==> config.mk <==
export PLATFORM = sky130hd
export DESIGN_NAME = decode_seq
export DESIGN_NICKNAME = d
export VERILOG_FILES = /design/src/rtl/decode_seq.sv
export SDC_FILE = /design/constraint.sdc
export NUM_CORES = 1
export LEC_CHECK = 0
export ABC_AREA = 0
export BUFFER_PORTS_ARGS = -buffer_cell sky130_fd_sc_hd__buf_2
export CORE_MARGIN = 8
export CORE_UTILIZATION = 40
export CTS_BUF_LIST = sky130_fd_sc_hd__clkbuf_4
export DETAILED_ROUTE_END_ITERATION = 16
export PLACE_DENSITY_LB_ADDON = 0.08
export RECOVER_POWER = 25
export SLEW_MARGIN = 0
export SYNTH_ARGS = -nofsm -noshare
export SYNTH_HDL_FRONTEND = slang
export SYNTH_SLANG_ARGS = --single-unit
==> constraint.sdc <==
create_clock -name clk -period 3.3 [get_ports clk]
set_input_delay 0 -clock clk [delete_from_list [all_inputs] [get_ports clk]]
set_output_delay 0 -clock clk [all_outputs]
set_load 0.01 [all_outputs]
==> src/rtl/decode_seq.sv <==
// Instruction decoder / issue sequencer: one 16-bit fetch word in, one registered control word out.
// Latency: a word accepted at edge N drives its control word in cycle N+1.
// Backpressure: inst_ready drops while an LPM, branch resolve or flush sequence is in flight.
module decode_seq (
  input  logic        clk,
  input  logic        rst,
  input  logic [15:0] inst_in,
  input  logic        inst_valid,
  output logic        inst_ready,
  input  logic        branch_taken,
  output logic        ctl_valid,
  output logic [1:0]  c_alu_a_sel,
  output logic        c_alu_b_sel,
  output logic [3:0]  c_alu_op,
  output logic [7:0]  c_flags_mask,
  output logic        c_new_sreg_sel,
  output logic        c_ex_out,
  output logic        c_branch_mode,
  output logic        c_pc_offset_mode,
  output logic [7:0]  imm_out,
  output logic [4:0]  rd_addr,
  output logic [4:0]  rr_addr,
  output logic        rd_we,
  output logic        sreg_we,
  output logic        pc_load,
  output logic        flush,
  output logic        illegal
);

  localparam logic [3:0] OP_ADD    = 4'd0;
  localparam logic [3:0] OP_ADC    = 4'd1;
  localparam logic [3:0] OP_SUB    = 4'd2;
  localparam logic [3:0] OP_AND    = 4'd4;
  localparam logic [3:0] OP_OR     = 4'd5;
  localparam logic [3:0] OP_EOR    = 4'd6;
  localparam logic [3:0] OP_PASSB  = 4'd7;
  localparam logic [3:0] OP_BITSEL = 4'd15;

  // A set mask bit means the op leaves that SREG flag untouched.
  localparam logic [7:0] MASK_ARITH = 8'hC0;
  localparam logic [7:0] MASK_LOGIC = 8'hE1;
  localparam logic [7:0] MASK_NONE  = 8'hFF;

  localparam logic [15:0] INST_NOP = 16'h0000;
  localparam logic [15:0] INST_LPM = 16'h95C8;

  typedef enum logic [2:0] {ISSUE, LPM_ADDR, LPM_DATA, BR_RESOLVE, FLUSH} state_t;

  typedef struct packed {
    logic       vld;
    logic [1:0] a_sel;
    logic       b_sel;
    logic [3:0] op;
    logic [7:0] mask;
    logic       new_sreg_sel;
    logic       ex_out;
    logic       branch_mode;
    logic       pc_offset_mode;
    logic [7:0] imm;
    logic [4:0] rd;
    logic [4:0] rr;
    logic       rd_we;
    logic       sreg_we;
    logic       pc_load;
    logic       flush;
    logic       illegal;
  } ctl_t;

  state_t state;
  state_t dec_next;
  ctl_t   ctl;
  ctl_t   dec;
  logic   is_rr;
  logic   is_imm;

  always_comb begin
    dec      = '0;
    dec.vld  = 1'b1;
    dec_next = ISSUE;
    is_rr    = 1'b0;
    is_imm   = 1'b0;
    case (inst_in[15:10])
      6'b000011: begin is_rr = 1'b1; dec.op = OP_ADD;   dec.mask = MASK_ARITH; dec.sreg_we = 1'b1; end
      6'b000111: begin is_rr = 1'b1; dec.op = OP_ADC;   dec.mask = MASK_ARITH; dec.sreg_we = 1'b1; end
      6'b000110: begin is_rr = 1'b1; dec.op = OP_SUB;   dec.mask = MASK_ARITH; dec.sreg_we = 1'b1; end
      6'b001000: begin is_rr = 1'b1; dec.op = OP_AND;   dec.mask = MASK_LOGIC; dec.sreg_we = 1'b1; end
      6'b001001: begin is_rr = 1'b1; dec.op = OP_EOR;   dec.mask = MASK_LOGIC; dec.sreg_we = 1'b1; end
      6'b001010: begin is_rr = 1'b1; dec.op = OP_OR;    dec.mask = MASK_LOGIC; dec.sreg_we = 1'b1; end
      6'b001011: begin is_rr = 1'b1; dec.op = OP_PASSB; dec.mask = MASK_NONE; end
      6'b111100, 6'b111101: begin
        // BRBS/BRBC: execute extracts SREG bit imm; bit 10 distinguishes clear from set.
        dec.a_sel       = 2'd1;
        dec.b_sel       = 1'b1;
        dec.op          = OP_BITSEL;
        dec.mask        = MASK_NONE;
        dec.imm         = {5'b00000, inst_in[2:0]};
        dec.branch_mode = ~inst_in[10];
        dec_next        = BR_RESOLVE;
      end
      default: begin
        case (inst_in[15:12])
          4'b1110: begin is_imm = 1'b1; dec.op = OP_PASSB; dec.mask = MASK_NONE;  dec.rd_we = 1'b1; end
          4'b0101: begin is_imm = 1'b1; dec.op = OP_SUB;   dec.mask = MASK_ARITH; dec.rd_we = 1'b1; dec.sreg_we = 1'b1; end
          4'b0011: begin is_imm = 1'b1; dec.op = OP_SUB;   dec.mask = MASK_ARITH; dec.sreg_we = 1'b1; end
          4'b1100: begin
            dec.pc_offset_mode = 1'b1;
            dec.pc_load        = 1'b1;
            dec.imm            = inst_in[7:0];
            dec_next           = FLUSH;
          end
          default: dec.illegal = 1'b1;
        endcase
      end
    endcase

    if (is_rr) begin
      dec.rd           = inst_in[8:4];
      dec.rr           = {inst_in[9], inst_in[3:0]};
      dec.rd_we        = 1'b1;
      dec.ex_out       = 1'b1;
      dec.new_sreg_sel = 1'b1;
    end
    if (is_imm) begin
      dec.rd           = {1'b1, inst_in[7:4]};
      dec.imm          = {inst_in[11:8], inst_in[3:0]};
      dec.b_sel        = 1'b1;
      dec.ex_out       = 1'b1;
      dec.new_sreg_sel = 1'b1;
    end

    // Exact-match encodings override whatever the field decode above produced.
    if (inst_in == INST_NOP) begin
      dec      = '0;
      dec.vld  = 1'b1;
      dec_next = ISSUE;
    end else if (inst_in == INST_LPM) begin
      dec      = '0;
      dec_next = LPM_ADDR;
    end
  end

  // pc_load lands the cycle after branch resolve; the flush pulse follows one cycle later.
  always_ff @(posedge clk or posedge rst) begin
    if (rst) begin
      state      <= ISSUE;
      ctl        <= '0;
      inst_ready <= 1'b1;
    end else begin
      ctl <= '0;
      case (state)
        ISSUE: begin
          if (inst_valid && inst_ready) begin
            ctl        <= dec;
            state      <= dec_next;
            inst_ready <= (dec_next == ISSUE);
          end else begin
            inst_ready <= 1'b1;
          end
        end
        LPM_ADDR: begin
          ctl.vld    <= 1'b1;
          ctl.mask   <= MASK_NONE;
          ctl.rd_we  <= 1'b1;
          state      <= LPM_DATA;
          inst_ready <= 1'b0;
        end
        LPM_DATA: begin
          state      <= ISSUE;
          inst_ready <= 1'b1;
        end
        BR_RESOLVE: begin
          if (branch_taken) begin
            ctl.pc_load <= 1'b1;
            state       <= FLUSH;
            inst_ready  <= 1'b0;
          end else begin
            state      <= ISSUE;
            inst_ready <= 1'b1;
          end
        end
        FLUSH: begin
          ctl.flush  <= 1'b1;
          state      <= ISSUE;
          inst_ready <= 1'b0;
        end
        default: begin
          state      <= ISSUE;
          inst_ready <= 1'b1;
        end
      endcase
    end
  end

  assign ctl_valid        = ctl.vld;
  assign c_alu_a_sel      = ctl.a_sel;
  assign c_alu_b_sel      = ctl.b_sel;
  assign c_alu_op         = ctl.op;
  assign c_flags_mask     = ctl.mask;
  assign c_new_sreg_sel   = ctl.new_sreg_sel;
  assign c_ex_out         = ctl.ex_out;
  assign c_branch_mode    = ctl.branch_mode;
  assign c_pc_offset_mode = ctl.pc_offset_mode;
  assign imm_out          = ctl.imm;
  assign rd_addr          = ctl.rd;
  assign rr_addr          = ctl.rr;
  assign rd_we            = ctl.rd_we;
  assign sreg_we          = ctl.sreg_we;
  assign pc_load          = ctl.pc_load;
  assign flush            = ctl.flush;
  assign illegal          = ctl.illegal;

endmodule

==> metrics.txt <==
RSZ-0062 raised after global routing no; CTS Root Cell clkbuf_4; Mapped Area 0.00189 mm²; slowest CP cell dfstp_2; sequential area share after synthesis 53.0%; worst endpoint required time 3560 ps; Buf/Inv on CP 0; Total GRT Usage 13.8%; Mapped Cells 187; Top Usage Layer GRT met2; H-Tree Depth 2; Nets 272; setup violators final 0; max-capacitance violation count 0; Worst Setup SP inst_ready; TritonRoute pass-1 iters 4; worst hold path startpoint inst_in[10]; core box area 0.00463 mm²; CTS tree yes; PortBufs 62; R2R Path Start inst_ready; Max-slew headroom 24.9%; critical-path cell list nand2_1 -> or4_4 -> or3b_4 -> nor4_1; vias in the first global route 1,638; via count 1,580; Worst Setup Start Kind register; Fin Setup TNS 0 ps; Rows 25; Max Slew Vio Count 0; number of antenna violations at the first check in global routing 0; GRT overflow 0; DRC errors left 0; actual slew at the worst max-slew pin 1120 ps; global-route wire length before repair 8.07 mm; net count after synthesis 207; met1 Track Usage GR 16.6%; Final HPWL DP 3.45 mm; Num CTS Buffers 5; Clock Latency Late Sink 340 ps; antenna viol nets, final 0; I/O pin total 64; commonest non-fill, non-tap cells in the layout dfrtp_1 (39), buf_2 (33), clkbuf_1 (29); Tcrit/Tclk final 59.6%; layout cell share with drive strength beyond 1 20.6%; max incr delay on CP 540 ps; starting density of the core 40.8%; EDFF count, synth 0; crit path kind reg -> reg; Placer Congestion 0.792; Post-synth top flop dfrtp_1; data arrival time of the worst path 2230 ps; most common cell after layout, fill and taps aside dfrtp_1; max frequency 0.509 GHz; GR Layer Usage met3 6.15%; # resized after CTS 0; Largest delay share family, worst path simple AND/OR/NAND/NOR gates; final hold violations 0; Tmin final 1970 ps; Crit. End Element register; DRT iter0 DRCs 44; library cells used by synthesis 43; Area Growth Syn to Fin 24.5%; Die Width 84.7 µm; Worst VDD drop 0.174 mV; Pleak 1.16 nW; Async SR Flop Fraction 100%; pwr dens 423 mW/mm²; Hold WC Path Type in -> reg; Avg Cell Area, Syn 10.1 µm²; crit path max fanout 21; Clock Sinks 40; status finished, final reports clean; clk slew on worst S/H paths 130 ps; post-layout util 50.8%; Avg Vias per Cell 5.15; CTS Buffer Depth 2; drt wl/cell 15.4 µm; Die ar. 0.00718 mm²; Fillers 437; register bit total from synthesis 40; Clock Skews 12.1 ps; largest net degree at the start of global routing 29; M2 GR Usage 21.3%; Die Y 84.7 µm; Synthesis Warnings 0; final wirelength 4.72 mm; Antenna Cells 0
## cell families after synthesis
family / after synthesis / synth area share, %
AOI/OAI and AO/OA: 48 / 17.4
other: 1 / 0.198
buffers and inverters: 27 / 7.42
and+or+nand+nor: 68 / 20.5
muxes: 1 / 0.596
DFF: 40 / 53.0
xor gates and xnor gates: 2 / 0.927
## cell type report
type	count	area, µm²	area share (%)
Clock buffer	6	45.0	1.91
Sequential cell	40	1000	42.6
Clock inverter	2	35.0	1.49
Inverter	7	26.3	1.12
Tap cell	54	67.6	2.87
Timing Repair Buffer	78	429	18.2
Multi-Input combinational cell	120	747	31.8
## synthesized netlist by cell type (all sizes together) (2+ instances only)
master / number / area (µm²)
or3: 2 / 12.5
nand2b: 2 / 12.5
o21a: 3 / 22.5
o31ai: 2 / 15.0
and4: 2 / 17.5
nor3b: 3 / 22.5
o32ai: 2 / 17.5
nor2: 11 / 41.3
or2: 3 / 18.8
and3: 6 / 37.5
a21oi: 9 / 45.0
or3b: 2 / 20.0
nand2: 13 / 48.8
o21ai: 13 / 65.1
nor3: 7 / 35.0
inv: 7 / 26.3
nor4: 5 / 31.3
a211oi: 7 / 52.6
buf: 10 / 73.8
o311a: 4 / 40.0
or4: 2 / 18.8
clkbuf: 10 / 40.0
nor2b: 6 / 37.5
o211a: 2 / 20.0
a221oi: 2 / 17.5
dfrtp: 39 / 976
xor2: 2 / 17.5
## layer usage
metal	wire length, µm	up-vias
li1	-	791
met1	2200	737
met2	2070	46
met3	388	6
met4	63	0
met5	0	-
## what timing repair did
item / CTS / global route
hold buffers: 14 / 0
buffers inserted: 0 / 0
endpoints found under the hold margin: 47 / 0
## worst paths after layout
kind | to | depth (start not counted) | slack [ps]
worst max-delay path | sreg_we | 4 | 1330
worst min-delay path | c_branch_mode | 2 | 20
worst max register to register | sreg_we | 4 | 1330
worst min register to register | flush | 1 | 530
max in group asynchronous | state[0] | 4 | 2120
min in group asynchronous | sreg_we | 3 | 430
## stage by stage
step | setup slack, ps | instances | cell area [µm²] | hold slack [ps] | total power [mW]
after CTS | 1310 | 307 | 2390 | 5.40 | 1.01
after global routing | 1150 | 307 | 2350 | 14.5 | 1.05
after global placement | 1380 | 285 | 2170 | 258 | 0.670
final | 1330 | 307 | 2350 | 23.4 | 0.994
after detailed placement | 1330 | 285 | 2170 | 260 | 0.670
after floorplan | 1410 | 187 | 1890 | 113 | 0.623
## sequential cells by signal, summed over array words and instances (netlist names), 3 cells and up
signal        cells
c_alu_op          4
imm_out           8
rr_addr           5
rd_addr           5
state             3
c_flags_mask      3
## power breakdown
part	internal, mW	total (mW)	leakage (nW)	switching, mW
Sequential	0.508	0.514	0.544	0.00588
Clock	0.167	0.326	0.0456	0.159
Combinational	0.0612	0.154	0.572	0.0927
Total	0.737	0.994	1.16	0.257
(Power assumes the default switching activity.)
